==> config.mk <==
export PLATFORM = sky130hd
export DESIGN_NAME = p18_debounce_scanner
export DESIGN_NICKNAME = d
export VERILOG_FILES = /design/src/rtl/p18_debounce_scanner.sv
export SDC_FILE = /design/constraint.sdc
export NUM_CORES = 1
export LEC_CHECK = 0
export BUFFER_PORTS_ARGS = -buffer_cell sky130_fd_sc_hd__buf_2
export CORE_MARGIN = 2
export CORE_UTILIZATION = 30
export CTS_CLUSTER_DIAMETER = 150
export DETAILED_ROUTE_END_ITERATION = 8
export SLEW_MARGIN = 0
export SYNTH_ARGS = -nofsm -noshare
export SYNTH_HDL_FRONTEND = slang
export SYNTH_SLANG_ARGS = --single-unit
==> constraint.sdc <==
create_clock -name clk -period 2.25 [get_ports clk]
set_input_delay 0.225 -clock clk [delete_from_list [all_inputs] [get_ports clk]]
set_output_delay 0.225 -clock clk [all_outputs]
set_load 0.02 [all_outputs]
==> src/rtl/p18_debounce_scanner.sv <==
// p18_debounce_scanner: 2-flop synchronizers plus a round-robin, time-multiplexed debouncer
// for WIDTH board inputs, with per-channel rise/fall pulses.
// Optional sticky interrupt (irq/irq_clr ports) is built when P18_DEBOUNCE_IRQ_EN is defined.
module p18_debounce_scanner #(
    parameter int   WIDTH         = 4,
    parameter logic DEFAULT_VALUE = 1'b0,
    parameter int   TICK_DIV      = 1024,
    parameter int   STABLE_COUNT  = 4
) (
    input  logic             clk,
    input  logic             nRst,
    input  logic [WIDTH-1:0] in,
    output logic [WIDTH-1:0] state,
    output logic [WIDTH-1:0] rise,
    output logic [WIDTH-1:0] fall,
    output logic             busy
`ifdef P18_DEBOUNCE_IRQ_EN
    ,
    output logic             irq,
    input  logic             irq_clr
`endif
);
    localparam int IW = WIDTH > 1 ? $clog2(WIDTH) : 1;
    localparam int PW = TICK_DIV > 1 ? $clog2(TICK_DIV) : 1;
    localparam int CW = $clog2(STABLE_COUNT);
    localparam logic [WIDTH-1:0] RST_LEVEL = {WIDTH{DEFAULT_VALUE}};

    typedef enum logic {IDLE, SCAN} fsm_t;

    fsm_t             fsm;
    logic [WIDTH-1:0] s_meta;
    logic [WIDTH-1:0] s;
    logic [PW-1:0]    presc;
    logic [IW-1:0]    idx;
    logic [CW-1:0]    cnt [WIDTH];
    logic             tick;

    // A scan must finish before the next tick, and the counter needs at least one bit.
    generate
        if (WIDTH < 1 || WIDTH > 16 || TICK_DIV < WIDTH + 1 || STABLE_COUNT < 2 || STABLE_COUNT > 15) begin : g_bad_params
            $error("p18_debounce_scanner: illegal parameter values");
        end
    endgenerate

    assign tick = presc == PW'(TICK_DIV - 1);

    // Two-flop synchronizer on every raw input
    always_ff @(posedge clk or negedge nRst) begin
        if (!nRst) begin
            s_meta <= RST_LEVEL;
            s      <= RST_LEVEL;
        end else begin
            s_meta <= in;
            s      <= s_meta;
        end
    end

    // Free-running scan prescaler, independent of the FSM
    always_ff @(posedge clk or negedge nRst) begin
        if (!nRst)
            presc <= '0;
        else
            presc <= tick ? '0 : presc + 1'b1;
    end

    // Scan FSM: one channel per cycle, changes accepted after STABLE_COUNT differing samples
    always_ff @(posedge clk or negedge nRst) begin
        if (!nRst) begin
            fsm   <= IDLE;
            idx   <= '0;
            busy  <= 1'b0;
            state <= RST_LEVEL;
            rise  <= '0;
            fall  <= '0;
            for (int i = 0; i < WIDTH; i++)
                cnt[i] <= '0;
        end else begin
            rise <= '0;
            fall <= '0;
            if (fsm == IDLE) begin
                if (tick) begin
                    fsm  <= SCAN;
                    idx  <= '0;
                    busy <= 1'b1;
                end
            end else begin
                if (s[idx] == state[idx])
                    cnt[idx] <= '0;
                else if (cnt[idx] == CW'(STABLE_COUNT - 1)) begin
                    cnt[idx]   <= '0;
                    state[idx] <= s[idx];
                    rise[idx]  <= s[idx];
                    fall[idx]  <= ~s[idx];
                end else
                    cnt[idx] <= cnt[idx] + 1'b1;
                if (idx == IW'(WIDTH - 1)) begin
                    fsm  <= IDLE;
                    busy <= 1'b0;
                end else
                    idx <= idx + 1'b1;
            end
        end
    end

`ifdef P18_DEBOUNCE_IRQ_EN
    // Sticky interrupt: a new edge outranks a simultaneous clear
    always_ff @(posedge clk or negedge nRst) begin
        if (!nRst)
            irq <= 1'b0;
        else
            irq <= (|rise) | (|fall) | (irq & ~irq_clr);
    end
`endif

endmodule

Yosys cells after proc, flatten, opt, wreduce, memory -nomap -nowiden --
Index checks and enable logic that the tools add are counted.
Storage, ports and cells: register bits after elaboration 42, output and inout bits 13, word-level logic and storage cells 70
Cells by class: $add $sub $neg 3, $lt $le $gt $ge 4, eq/ne operators 6, mux-type cells 31, bitwise gates (word level) 7, reductions and logical operators 6
Operators with widths (number):
- $mux 4 | 6
- $mux 8 | 2
- $mux 2 | 6
- $add 10x1->10 const B | 1
- $eq 10x10->1 const B | 1
- $mux 10 | 1
- $mux 1 | 9
- $and 4x4->4 | 2
- $and 8x8->8 | 1
- $bwmux 8 | 1
- $not 8->8 | 1
- $add 2x1->2 const B | 2
- $bmux 1 s2 | 2
- $bmux 2 s2 | 1
- $bwmux 4 | 1
- $demux 2 s2 | 1
- $eq 2x2->1 const B | 2
- $reduce_and 2->1 | 2
- $ge 3x3->1 const B | 1
- $lt 2x3->1 const B | 1
- $lt 3x1->1 const B | 1
- $not 2->3 | 1
- $reduce_and 3->1 | 1
- $demux 1 s2 | 1
- other kinds (7) | 9

Longest topological paths before layout --
word-level depth 9, gate-level depth with buffers 7, mapped depth without buffers 5

Worst setup path after synthesis --
OpenSTA, ideal clock, no wires.
path kind reg2reg, start register idx[0], end register cnt[0] (netlist name), arrival time 2.111 ns, data required time 2.128 ns, path slack 0.018 ns, stages on the path, launching flop included 7, buffers on the path 2, clock period less this slack 2.232 ns, cells stage by stage dfrtp_1 buf_6 mux4_1 ha_1 or3_1 buf_6 a32o_1
On the way: longest elaborated chain between the ends 9, elaborated cells on any way between the ends 21, those cells by class add/sub: 1; order compare: 2; eq/ne: 2; mux: 12; bitwise: 3; reduce/logical: 1
RTL lines:
- start, declared | line 34 | logic [IW-1:0] idx;
- start signal, assigned | line 100 | idx <= idx + 1'b1;
- $not 2->3 (not written as such)
- $ge 3x3->1 (not written as such) or $lt 3x1->1 (tied branches) | line 88, 90, 95
- $logic_and 1x1->1 (not written as such) | line 88, 90, 95
- $mux 2 (not written as such) | line 88, 90, 95
- $demux 2 s2 | line 88, 90, 95
- $not 8->8 (no source line)
- $and 8x8->8 (no source line)
- $mux 8 | line 89 | else if (cnt[idx] == CW'(STABLE_COUNT - 1)) begin
- $mux 8 (*) | line 87 | if (s[idx] == state[idx])
- end signal, assigned by index | line 95 | cnt[idx] <= cnt[idx] + 1'b1;
- end, declared | line 35 | logic [CW-1:0] cnt [WIDTH];
Every way passes the cells marked *; elsewhere a longest branch is shown, timed or not. The select of a mux whose other input is x is not followed. A chain may end at the register's enable or synchronous reset.

Final worst setup path --
Same ends and word-level chain as after synthesis.

==> out/results.ini <==
[outcome]
status = finished clean

[setup_path]
timing.rr.end = cnt[0]
end_kind = register
rrSetupSlack_ns = 0.10
crit_path_start = idx[0]
cp.required_ns = 2.43
timing.rr.start = idx[0]
reg2reg_depth = 4
startpoint_type = register
cp_max_fo = 8
worstSetupPathType = register to register
cp_data_arrival_time_ns = 2.33

[routing]
dr_total_vias = 1121
route.detailed.drc = 0
vias_per_cell = 4.67
dr.pass1.iters = 4
routed_wl_um = 3310
wl_per_cell_um = 13.8
drt_iter0_markers = 49
ant_nets = 0

[synth]
ys_seq_area_share_pct = 57.4
netlist_top_cells_area = dfrtp_1, ha_1, a32o_1
synth_seq_cells = 42
synth_largest_area_cell = dfrtp_1
mappedNetlistNets = 153
ys_warn_count = 0
synth_cell_types = 30
avgSynthCellArea_sq_um = 13.5
synthCells = 136
synth_top_area_share_pct = 57.4
syn_area_sq_um = 1830

[grt]
grt_max_degree = 25
grt-ovfl-total = 0
grt_pass1_wl_um = 5510
antenna_found_initial = 0
grt_pass1_vias = 1176
grt_use_total_pct = 11.0

[timing]
rsz0062_at_grt = no
fin_tns_setup_ns = 0
tightest_slew_ns = 0.500
fmax_mhz = 466
maxSlewHeadroom_pct = 66.4
setup_viol = 0
fin_skew_ns = 0.00735
hold_ws_ns = 0.0325
period_share_pct = 95.4
slew_violations = 0
hold_violations = 0
fin_crit_ns = 2.15

[cts]
cts-root-buf = clkbuf_8
cts_tree = done
post_cts_buffers = 0
clkLatencyLatePin_ns = 0.29
cts.clk_slew.worst_paths_ns = 0.08
cts_buffers = 5
numClockSinks = 42
ctsHtreeMaxLevel = 2
clockBufferDepth = 2

[cells_and_area]
mostFrequentLayoutCells = dfrtp_1, buf_2, ha_1
drive_above_1_share_pct = 24.8
post-route-util_pct = 36.1
layout_commonest_cell = dfrtp_1
n_antenna_cell = 0
nets = 182
fillers = 598
area_growth_pct = 16.6

[floorplanning]
core-area_sq_um = 5920
initial_core_util_pct = 30.9
die-area_sq_um = 6740
boundaryPins = 19
dieWidth_um = 82.1
die_h_um = 82.1
rows = 28

[placed_design]
io_buffers = 18
place_hpwl_um = 2490
gp_congestion = 0.736

[min_path]
min_to = s_meta[3]
hp-start = in[3]
min_path_type = input pin to register
hold_path_depth = 1

[power_and_ir_drop]
vdd.ir_drop.worst_mv = 0.317
power_density_nw_per_um2 = 586
leakage_nw = 1.00
finalPower_mw = 1.25

[job]
cap_violations = 0

-- worst max-delay path, cell delays in order, from the launching register on --
cell and delay, ns:
dfrtp_2 0.46, mux4_1 0.60, ha_1 0.25, or3_4 0.45, a32o_1 0.27
-- through the flow --
step | instances | worst slack [ns] | cell area [sq um]
3_5_place_dp | 232 | -0.0755 | 2030
3_3_place_gp | 232 | -0.00878 | 2030
2_1_floorplan | 136 | 0.0179 | 1830
4_1_cts | 240 | 0.0868 | 2130
5_1_grt | 240 | 0.0172 | 2130
6_report | 240 | 0.104 | 2130
-- flip-flops by register name (all words and copies together), names as in the netlist --
| signal | flops |
|---|---|
| busy | 1 |
| fall | 4 |
| s_meta | 4 |
| rise | 4 |
| cnt | 8 |
| fsm | 1 |
| s | 4 |
| presc | 10 |
| state | 4 |
| idx | 2 |
-- final cells by class --
| cell class | instances | area [sq um] | area share (%) |
|---|---|---|---|
| Clock buffer | 5 | 68.8 | 3.22 |
| Multi-Input combinational cell | 84 | 738 | 34.6 |
| Sequential cell | 42 | 1050 | 49.3 |
| Timing Repair Buffer | 25 | 145 | 6.80 |
| Tap cell | 75 | 93.8 | 4.40 |
| Inverter | 7 | 26.3 | 1.23 |
| Clock inverter | 2 | 10.0 | 0.469 |
-- cell usage after synthesis --
cell type,instances
xnor2_2,1
a21bo_2,1
mux4_1,3
xor2_1,4
nand2b_1,1
a32o_1,8
o22ai_1,2
nand3_1,3
and4_1,1
nor4_1,2
or3_1,1
nor3b_1,6
mux4_2,1
mux2_2,4
nor2b_1,1
nand4_1,3
buf_6,2
nand2_1,8
clkbuf_1,1
o211ai_1,1
mux2i_1,1
nor3_1,1
ha_1,11
xnor2_1,3
nor2_1,6
dfrtp_1,42
and2_1,9
o21ai_0,1
inv_1,7
o31ai_1,1
-- layer usage --
metal  global-route usage [%]  vias to the layer above  share of wire, %
met1                     13.1                      562                46
met5                        0                        -                 0
met4                     3.50                        0              0.67
met3                     3.26                        5               3.4
li1                         -                      540                 -
met2                     18.9                       14                50
-- power by group --
part | internal, mW | switching, mW
combinational | 0.00906 | 0.0199
clock | 0.208 | 0.249
sequential | 0.761 | 0.00193
total | 0.979 | 0.271
-- timing repair --
action                                  CTS  global route
resized for setup                         3             0
endpoints found under the setup margin    8             0
hold buffers                              1             0
endpoints found under the hold margin    18             0
-- worst max-delay path by stage --
stage | to | depth (start not counted)
floorplan | cnt[0] | 6
global placement | cnt[7] | 4
detailed placement | cnt[0] | 4
CTS | cnt[0] | 4
global route | cnt[0] | 4
finish | cnt[0] | 4
-- kinds of logic after synthesis --
group | synth area share, %
buffers and inverters | 2.87
AND/OR/NAND/NOR | 12.7
XOR/XNOR | 4.24
AO/OA/AOI/OAI | 6.70
multiplexers | 8.54
flip-flops | 57.4
adder cells (fa/ha/maj) | 7.52
(Power assumes the default switching activity.)
